[config.mk]
export PLATFORM = sky130hd
export DESIGN_NAME = memory_stage_flat
export DESIGN_NICKNAME = d
export VERILOG_FILES = /design/src/rtl/memory_stage_if.sv /design/src/rtl/memory_stage.sv /design/src/flat_wrapper.sv
export SDC_FILE = /design/constraint.sdc
export NUM_CORES = 1
export LEC_CHECK = 0
export ABC_AREA = 1
export CAP_MARGIN = 10
export CORE_MARGIN = 2
export CORE_UTILIZATION = 50
export CTS_BUF_LIST = sky130_fd_sc_hd__clkbuf_4
export CTS_CLUSTER_DIAMETER = 120
export DETAILED_ROUTE_END_ITERATION = 12
export GPL_ROUTABILITY_DRIVEN = 0
export PLACE_DENSITY_LB_ADDON = 0.25
export SYNTH_ARGS = -nofsm -noshare
export SYNTH_HDL_FRONTEND = slang
export SYNTH_SLANG_ARGS = --single-unit
[constraint.sdc]
create_clock -name MEM_CLK -period 3.78 [get_ports MEM_CLK]
set_input_delay 0.567 -clock MEM_CLK [delete_from_list [all_inputs] [get_ports MEM_CLK]]
set_output_delay 0.567 -clock MEM_CLK [all_outputs]
set_load 0.005 [all_outputs]
[src/rtl/memory_stage_if.sv]
// Execute-to-memory handshake, data-memory bus and writeback result bundle.
interface memory_stage_if;
  logic        IN_VALID;
  logic        IN_READY;
  logic [31:0] ALU_RESULT;
  logic [31:0] RS_2;
  logic        MEM_RDEN;
  logic        MEM_WE;
  logic [1:0]  MEM_SIZE;
  logic        MEM_SIGN;
  logic [4:0]  RD_ADDR;
  logic        REG_WE;
  logic        DMEM_REQ;
  logic        DMEM_WE;
  logic [31:0] DMEM_ADDR;
  logic [31:0] DMEM_WDATA;
  logic [3:0]  DMEM_BE;
  logic        DMEM_ACK;
  logic [31:0] DMEM_RDATA;
  logic        WB_VALID;
  logic [31:0] WB_DATA;
  logic [4:0]  WB_RD;
  logic        WB_REG_WE;
  logic        ERR_ALIGN;
  logic        ERR_TIMEOUT;

  // The memory stage itself.
  modport slave (
    input  IN_VALID, ALU_RESULT, RS_2, MEM_RDEN, MEM_WE, MEM_SIZE, MEM_SIGN,
           RD_ADDR, REG_WE, DMEM_ACK, DMEM_RDATA,
    output IN_READY, DMEM_REQ, DMEM_WE, DMEM_ADDR, DMEM_WDATA, DMEM_BE,
           WB_VALID, WB_DATA, WB_RD, WB_REG_WE, ERR_ALIGN, ERR_TIMEOUT
  );

  // The surrounding pipeline / memory model.
  modport master (
    output IN_VALID, ALU_RESULT, RS_2, MEM_RDEN, MEM_WE, MEM_SIZE, MEM_SIGN,
           RD_ADDR, REG_WE, DMEM_ACK, DMEM_RDATA,
    input  IN_READY, DMEM_REQ, DMEM_WE, DMEM_ADDR, DMEM_WDATA, DMEM_BE,
           WB_VALID, WB_DATA, WB_RD, WB_REG_WE, ERR_ALIGN, ERR_TIMEOUT
  );
endinterface

[src/rtl/memory_stage.sv]
// Pipeline memory stage: ALU pass-through, aligned load/store via a
// request/ack data-memory bus with timeout, one writeback pulse per op.
module memory_stage #(
  parameter int unsigned TIMEOUT = 255
) (
  input logic           MEM_CLK,
  input logic           MEM_RST,
  memory_stage_if.slave bus
);

  localparam int unsigned CW = (TIMEOUT > 1) ? $clog2(TIMEOUT) : 1;

  typedef enum logic {IDLE, REQ} state_t;

  state_t        state, state_nxt;
  logic [CW-1:0] wait_cnt;
  logic          accept, is_mem, misalign, ack_fire, to_fire;
  logic [3:0]    st_be;
  logic [31:0]   st_wdata;
  logic [31:0]   lane, load_data;
  logic [1:0]    cap_off;
  logic [1:0]    cap_size;
  logic          cap_uns;
  logic          cap_load;
  logic          cap_reg_we;
  logic [4:0]    cap_rd;

  assign bus.IN_READY = (state == IDLE);

  // Acceptance, alignment check and next-state selection.
  always_comb begin
    accept    = bus.IN_VALID && (state == IDLE);
    is_mem    = bus.MEM_RDEN || bus.MEM_WE;
    misalign  = ((bus.MEM_SIZE == 2'b01) && bus.ALU_RESULT[0])
             || ((bus.MEM_SIZE == 2'b10) && (bus.ALU_RESULT[1:0] != 2'b00))
             || (bus.MEM_SIZE == 2'b11)
             || (bus.MEM_RDEN && bus.MEM_WE);
    ack_fire  = (state == REQ) && bus.DMEM_ACK;
    to_fire   = (state == REQ) && !bus.DMEM_ACK && (wait_cnt == CW'(TIMEOUT - 1));
    state_nxt = state;
    case (state)
      IDLE: if (accept && is_mem && !misalign) state_nxt = REQ;
      REQ:  if (ack_fire || to_fire) state_nxt = IDLE;
      default: state_nxt = IDLE;
    endcase
  end

  // Store lane steering: replicate data across lanes, enable only the target bytes.
  always_comb begin
    st_be    = '0;
    st_wdata = bus.RS_2;
    if (bus.MEM_WE) begin
      case (bus.MEM_SIZE)
        2'b00: begin
          st_be    = 4'b0001 << bus.ALU_RESULT[1:0];
          st_wdata = {4{bus.RS_2[7:0]}};
        end
        2'b01: begin
          st_be    = bus.ALU_RESULT[1] ? 4'b1100 : 4'b0011;
          st_wdata = {2{bus.RS_2[15:0]}};
        end
        default: st_be = 4'b1111;
      endcase
    end
  end

  // Load extraction: shift the addressed lane down, then sign/zero extend.
  always_comb begin
    lane      = bus.DMEM_RDATA >> {cap_off, 3'b000};
    load_data = lane;
    case (cap_size)
      2'b00:   load_data = cap_uns ? {24'b0, lane[7:0]}  : {{24{lane[7]}}, lane[7:0]};
      2'b01:   load_data = cap_uns ? {16'b0, lane[15:0]} : {{16{lane[15]}}, lane[15:0]};
      default: load_data = lane;
    endcase
  end

  // State register.
  always_ff @(posedge MEM_CLK) begin
    if (MEM_RST) state <= IDLE;
    else         state <= state_nxt;
  end

  // Registered bus outputs, writeback pulse, captured op fields and wait counter.
  always_ff @(posedge MEM_CLK) begin
    if (MEM_RST) begin
      bus.DMEM_REQ    <= 1'b0;
      bus.DMEM_WE     <= 1'b0;
      bus.DMEM_BE     <= '0;
      bus.DMEM_ADDR   <= '0;
      bus.DMEM_WDATA  <= '0;
      bus.WB_VALID    <= 1'b0;
      bus.WB_DATA     <= '0;
      bus.WB_RD       <= '0;
      bus.WB_REG_WE   <= 1'b0;
      bus.ERR_ALIGN   <= 1'b0;
      bus.ERR_TIMEOUT <= 1'b0;
      wait_cnt        <= '0;
      cap_off         <= '0;
      cap_size        <= '0;
      cap_uns         <= 1'b0;
      cap_load        <= 1'b0;
      cap_reg_we      <= 1'b0;
      cap_rd          <= '0;
    end else begin
      bus.WB_VALID    <= 1'b0;
      bus.ERR_ALIGN   <= 1'b0;
      bus.ERR_TIMEOUT <= 1'b0;
      if (accept) begin
        if (!is_mem) begin
          bus.WB_VALID  <= 1'b1;
          bus.WB_DATA   <= bus.ALU_RESULT;
          bus.WB_RD     <= bus.RD_ADDR;
          bus.WB_REG_WE <= bus.REG_WE;
        end else if (misalign) begin
          bus.WB_VALID  <= 1'b1;
          bus.WB_DATA   <= '0;
          bus.WB_RD     <= bus.RD_ADDR;
          bus.WB_REG_WE <= 1'b0;
          bus.ERR_ALIGN <= 1'b1;
        end else begin
          bus.DMEM_REQ   <= 1'b1;
          bus.DMEM_WE    <= bus.MEM_WE;
          bus.DMEM_ADDR  <= {bus.ALU_RESULT[31:2], 2'b00};
          bus.DMEM_BE    <= st_be;
          bus.DMEM_WDATA <= st_wdata;
          wait_cnt       <= '0;
          cap_off        <= bus.ALU_RESULT[1:0];
          cap_size       <= bus.MEM_SIZE;
          cap_uns        <= bus.MEM_SIGN;
          cap_load       <= bus.MEM_RDEN;
          cap_reg_we     <= bus.REG_WE;
          cap_rd         <= bus.RD_ADDR;
        end
      end else if (ack_fire) begin
        bus.DMEM_REQ  <= 1'b0;
        bus.WB_VALID  <= 1'b1;
        bus.WB_DATA   <= cap_load ? load_data : '0;
        bus.WB_RD     <= cap_rd;
        bus.WB_REG_WE <= cap_load && cap_reg_we;
      end else if (to_fire) begin
        bus.DMEM_REQ    <= 1'b0;
        bus.WB_VALID    <= 1'b1;
        bus.WB_DATA     <= '0;
        bus.WB_RD       <= cap_rd;
        bus.WB_REG_WE   <= 1'b0;
        bus.ERR_TIMEOUT <= 1'b1;
      end else if (state == REQ) begin
        wait_cnt <= wait_cnt + CW'(1);
      end
    end
  end

endmodule

[src/flat_wrapper.sv]
// flat-port wrapper written by rule: the top's interface ports become plain ports
module memory_stage_flat 
#(
  parameter int unsigned TIMEOUT = 255
)
  (MEM_CLK, MEM_RST, bus_IN_VALID, bus_ALU_RESULT, bus_RS_2, bus_MEM_RDEN, bus_MEM_WE, bus_MEM_SIZE, bus_MEM_SIGN, bus_RD_ADDR, bus_REG_WE, bus_DMEM_ACK, bus_DMEM_RDATA, bus_IN_READY, bus_DMEM_REQ, bus_DMEM_WE, bus_DMEM_ADDR, bus_DMEM_WDATA, bus_DMEM_BE, bus_WB_VALID, bus_WB_DATA, bus_WB_RD, bus_WB_REG_WE, bus_ERR_ALIGN, bus_ERR_TIMEOUT);
  memory_stage_if bus_i ();
  input logic MEM_CLK;
  input logic MEM_RST;
  input wire logic [$bits(bus_i.IN_VALID)-1:0] bus_IN_VALID;
  input wire logic [$bits(bus_i.ALU_RESULT)-1:0] bus_ALU_RESULT;
  input wire logic [$bits(bus_i.RS_2)-1:0] bus_RS_2;
  input wire logic [$bits(bus_i.MEM_RDEN)-1:0] bus_MEM_RDEN;
  input wire logic [$bits(bus_i.MEM_WE)-1:0] bus_MEM_WE;
  input wire logic [$bits(bus_i.MEM_SIZE)-1:0] bus_MEM_SIZE;
  input wire logic [$bits(bus_i.MEM_SIGN)-1:0] bus_MEM_SIGN;
  input wire logic [$bits(bus_i.RD_ADDR)-1:0] bus_RD_ADDR;
  input wire logic [$bits(bus_i.REG_WE)-1:0] bus_REG_WE;
  input wire logic [$bits(bus_i.DMEM_ACK)-1:0] bus_DMEM_ACK;
  input wire logic [$bits(bus_i.DMEM_RDATA)-1:0] bus_DMEM_RDATA;
  output wire logic [$bits(bus_i.IN_READY)-1:0] bus_IN_READY;
  output wire logic [$bits(bus_i.DMEM_REQ)-1:0] bus_DMEM_REQ;
  output wire logic [$bits(bus_i.DMEM_WE)-1:0] bus_DMEM_WE;
  output wire logic [$bits(bus_i.DMEM_ADDR)-1:0] bus_DMEM_ADDR;
  output wire logic [$bits(bus_i.DMEM_WDATA)-1:0] bus_DMEM_WDATA;
  output wire logic [$bits(bus_i.DMEM_BE)-1:0] bus_DMEM_BE;
  output wire logic [$bits(bus_i.WB_VALID)-1:0] bus_WB_VALID;
  output wire logic [$bits(bus_i.WB_DATA)-1:0] bus_WB_DATA;
  output wire logic [$bits(bus_i.WB_RD)-1:0] bus_WB_RD;
  output wire logic [$bits(bus_i.WB_REG_WE)-1:0] bus_WB_REG_WE;
  output wire logic [$bits(bus_i.ERR_ALIGN)-1:0] bus_ERR_ALIGN;
  output wire logic [$bits(bus_i.ERR_TIMEOUT)-1:0] bus_ERR_TIMEOUT;
  assign bus_i.IN_VALID = bus_IN_VALID;
  assign bus_i.ALU_RESULT = bus_ALU_RESULT;
  assign bus_i.RS_2 = bus_RS_2;
  assign bus_i.MEM_RDEN = bus_MEM_RDEN;
  assign bus_i.MEM_WE = bus_MEM_WE;
  assign bus_i.MEM_SIZE = bus_MEM_SIZE;
  assign bus_i.MEM_SIGN = bus_MEM_SIGN;
  assign bus_i.RD_ADDR = bus_RD_ADDR;
  assign bus_i.REG_WE = bus_REG_WE;
  assign bus_i.DMEM_ACK = bus_DMEM_ACK;
  assign bus_i.DMEM_RDATA = bus_DMEM_RDATA;
  assign bus_IN_READY = bus_i.IN_READY;
  assign bus_DMEM_REQ = bus_i.DMEM_REQ;
  assign bus_DMEM_WE = bus_i.DMEM_WE;
  assign bus_DMEM_ADDR = bus_i.DMEM_ADDR;
  assign bus_DMEM_WDATA = bus_i.DMEM_WDATA;
  assign bus_DMEM_BE = bus_i.DMEM_BE;
  assign bus_WB_VALID = bus_i.WB_VALID;
  assign bus_WB_DATA = bus_i.WB_DATA;
  assign bus_WB_RD = bus_i.WB_RD;
  assign bus_WB_REG_WE = bus_i.WB_REG_WE;
  assign bus_ERR_ALIGN = bus_i.ERR_ALIGN;
  assign bus_ERR_TIMEOUT = bus_i.ERR_TIMEOUT;
  memory_stage #(.TIMEOUT(TIMEOUT)) u_core (.MEM_CLK(MEM_CLK), .MEM_RST(MEM_RST), .bus(bus_i));
endmodule
==> flow_summary.json <==
{
  "grt_pass1_wl_um": 30200,
  "fmax_ghz": 0.409,
  "hold_violations": 0,
  "pwr-share-seq_pct": 46.9,
  "hold_class": "reg -> reg",
  "cts_hold_buf": 0,
  "grt.total_usage_pct": 28.2,
  "critPathSlowestCell": "clkdlybuf4s50_1",
  "core_area_um2": 12500,
  "placed_cells": 1337,
  "io_buffers": 220,
  "crit_type": "in -> reg",
  "cp-end-kind": "flop",
  "gr-total-overflow": 0,
  "worstPathCellList": "clkdlybuf4s50_1 > nand2_1 > clkinv_1 > nor2_1 > nand3_4 > inv_2 > buf_4 > o21ai_0 > a21oi_1",
  "rows": 41,
  "slew_headroom_pct": 47.3,
  "path_buf_inv": 4,
  "p_clk_share_pct": 31.0,
  "grt_max_degree": 63,
  "outcome": "finished clean",
  "die_w_um": 117,
  "cts_buffer_depth": 2,
  "viasPerCell": 5.11,
  "synth_area_um2": 6370,
  "met2_usage_pct": 45.6,
  "rsz0062_at_grt": "no",
  "grt_pass1_vias": 6261,
  "fin_tns_setup_ps": 0,
  "switching_share_pct": 29.4,
  "cts_buffers": 17,
  "switchingPower_mw": 0.941,
  "drive_gt1_share_pct": 5.10,
  "grt_use_met1_pct": 35.5,
  "final_cells": 1369,
  "critPathMaxFanout": 27,
  "drt_first_pass_iters": 7,
  "ys_seq_area_share_pct": 40.8,
  "nNetsFinal": 1297,
  "yosys_warnings": 0,
  "maxCapViolations": 0,
  "drcViolationCount": 0,
  "period_minus_slack_ps": 2450,
  "drt_iter0_markers": 560,
  "via_count": 6996,
  "cts_setup_buffers": 0,
  "clk_latency_ps": 560,
  "fin_skew_ps": 16.0,
  "syn_inst": 997,
  "crit_family": "buffers and inverters",
  "path_clk_slew_ps": 100,
  "worst_slew_pin_slew_ps": 789,
  "cts_resized": 0,
  "use_met3_pct": 6.59,
  "area_delta_synth_final_pct": 39.7,
  "start_util_pct": 50.9,
  "avgSynthCellArea_um2": 6.39,
  "cp.arrival_ps": 2930,
  "whs_ps": 455,
  "fin_util_pct": 71.1,
  "ff2ff_setup_slack_ps": 1610,
  "h-tree-depth": 4,
  "diodes": 0,
  "period_share_pct": 64.7,
  "p_leak_nw": 3.83,
  "internal_power_mw": 2.25,
  "power_density_nw_per_um2": 359,
  "drtAntennaViolNets": 0,
  "cp.required_ps": 4260,
  "ys_types": 30,
  "finalMaxSlewViolations": 0,
  "wl_um": 19200,
  "wl_per_cell_um": 14.0,
  "finalSetupViolCount": 0,
  "hpwlAfterDp_um": 13800,
  "busiest_layer": "met2",
  "antenna_found_initial": 0,
  "io-pin-count": 223,
  "synth-seq-cells": 130,
  "dieArea_um2": 13700,
  "ir_drop_mv": 0.254,
  "cp_slowest_stage_delay_ps": 670,
  "start_kind": "primary input",
  "cts_tree": "yes",
  "clock-sinks": 130,
  "die_y_um": 117,
  "ctsRootBufferMaster": "clkbuf_4",
  "p_comb_share_pct": 22.1
}
==> cells in the final DEF (no fill, tap or decap), drive strengths merged, types with 13 or more instances in the layout <==
master / Yosys / layout
buf: 38 / 13
o21ai: 104 / 104
inv: 69 / 70
dfxtp: 130 / 130
nand2: 270 / 270
clkbuf: 28 / 17
nor2: 188 / 188
clkdlybuf4s50: 0 / 220
nand3: 70 / 70
a21oi: 70 / 70
==> metal layers <==
metal | wire, um | part of all wire (%)
met1 | 8150 | 42
met3 | 1440 | 7.5
met5 | 0 | 0
met2 | 8970 | 47
met4 | 634 | 3.3
==> stage by stage <==
stage               area, um2  worst slack (ps)  total power, mW
finish                   8900              1330             3.19
global route             8900              1080             3.35
CTS                      8900              1350             3.21
floorplan                6370              2150             1.88
detailed placement       8600               766             2.23
global placement         8600               850             2.22
==> sequential cells by signal (all words and copies together), names as in the netlist, 2 cells and up <==
| signal | count |
|---|---|
| u_core.bus.DMEM_ADDR | 30 |
| u_core.bus.DMEM_BE | 4 |
| u_core.bus.DMEM_WDATA | 32 |
| u_core.bus.WB_DATA | 32 |
| u_core.bus.WB_RD | 5 |
| u_core.cap_off | 2 |
| u_core.cap_rd | 5 |
| u_core.cap_size | 2 |
| u_core.wait_cnt | 8 |
==> worst reg2reg max path, cell delays in order, from the launching register on <==
cell and delay [ps]:
dfxtp_1 360, inv_2 60, nand2_1 190, nor2_1 280, nand3_4 300, inv_2 360
buf_4 290, o21ai_0 100, a21oi_1 160
==> area by class of cell <==
class                           instances  area (um2)
Clock buffer                           17         128
Clock inverter                         15         168
Fill cell                            1134        3620
Inverter                               71         267
Multi-Input combinational cell        731        3210
Sequential cell                       130        2600
Tap cell                              172         215
Timing Repair Buffer                  233        2310
==> logic make-up after synthesis <==
logic type                 Yosys count  share of synthesized area [%]
other                                1                         0.0589
and+or+nand+nor                    531                           33.4
adders and majority gates            2                          0.393
xor gates and xnor gates             3                          0.412
DFF                                130                           40.8
AOI/OAI and AO/OA                  193                           15.8
buffers and inverters              137                           9.15
==> path summary, 6_finish.rpt <==
check | startpoint | to | cells past startpoint
worst min register to register | u_core.cap_rd[1] | u_core.cap_rd[1] | 2
worst max-delay path | bus_MEM_WE | u_core.bus.DMEM_WDATA[4] | 9
worst max register to register | u_core.state | u_core.bus.DMEM_WDATA[4] | 8
worst min-delay path | u_core.cap_rd[1] | u_core.cap_rd[1] | 2
==> cells in the mapped netlist <==
library cell	number	area, um2
a211oi_1	1	7.51
a21oi_1	70	350
a22oi_1	1	7.51
buf_1	3	11.3
buf_2	28	140
buf_4	5	37.5
buf_6	2	22.5
clkbuf_1	28	105
clkinv_1	2	7.51
conb_1	1	3.75
dfxtp_1	130	2600
ha_1	2	25.0
inv_1	65	244
inv_2	4	15.0
nand2_1	269	1010
nand2_2	1	6.26
nand3_1	65	325
nand3_2	5	50.1
nand4_1	1	6.26
nor2_1	185	694
nor2_2	3	18.8
nor3_2	1	10.0
o211ai_1	7	52.6
o21ai_0	63	315
o21ai_1	41	205
o21bai_1	2	15.0
o22ai_1	8	50.1
or2_2	1	6.26
xnor2_1	1	8.76
xor2_1	2	17.5
==> power groups by stage <==
| stage | combinational, mW | sequential, mW | clock, mW |
|---|---|---|---|
| finish | 0.706 | 1.50 | 0.989 |
| global route | 0.790 | 1.51 | 1.05 |
| CTS | 0.707 | 1.50 | 1.00 |
| detailed placement | 0.703 | 1.53 | 0 |
| global placement | 0.695 | 1.53 | 0 |
| floorplan | 0.351 | 1.53 | 0 |
(Power assumes the default switching activity.)
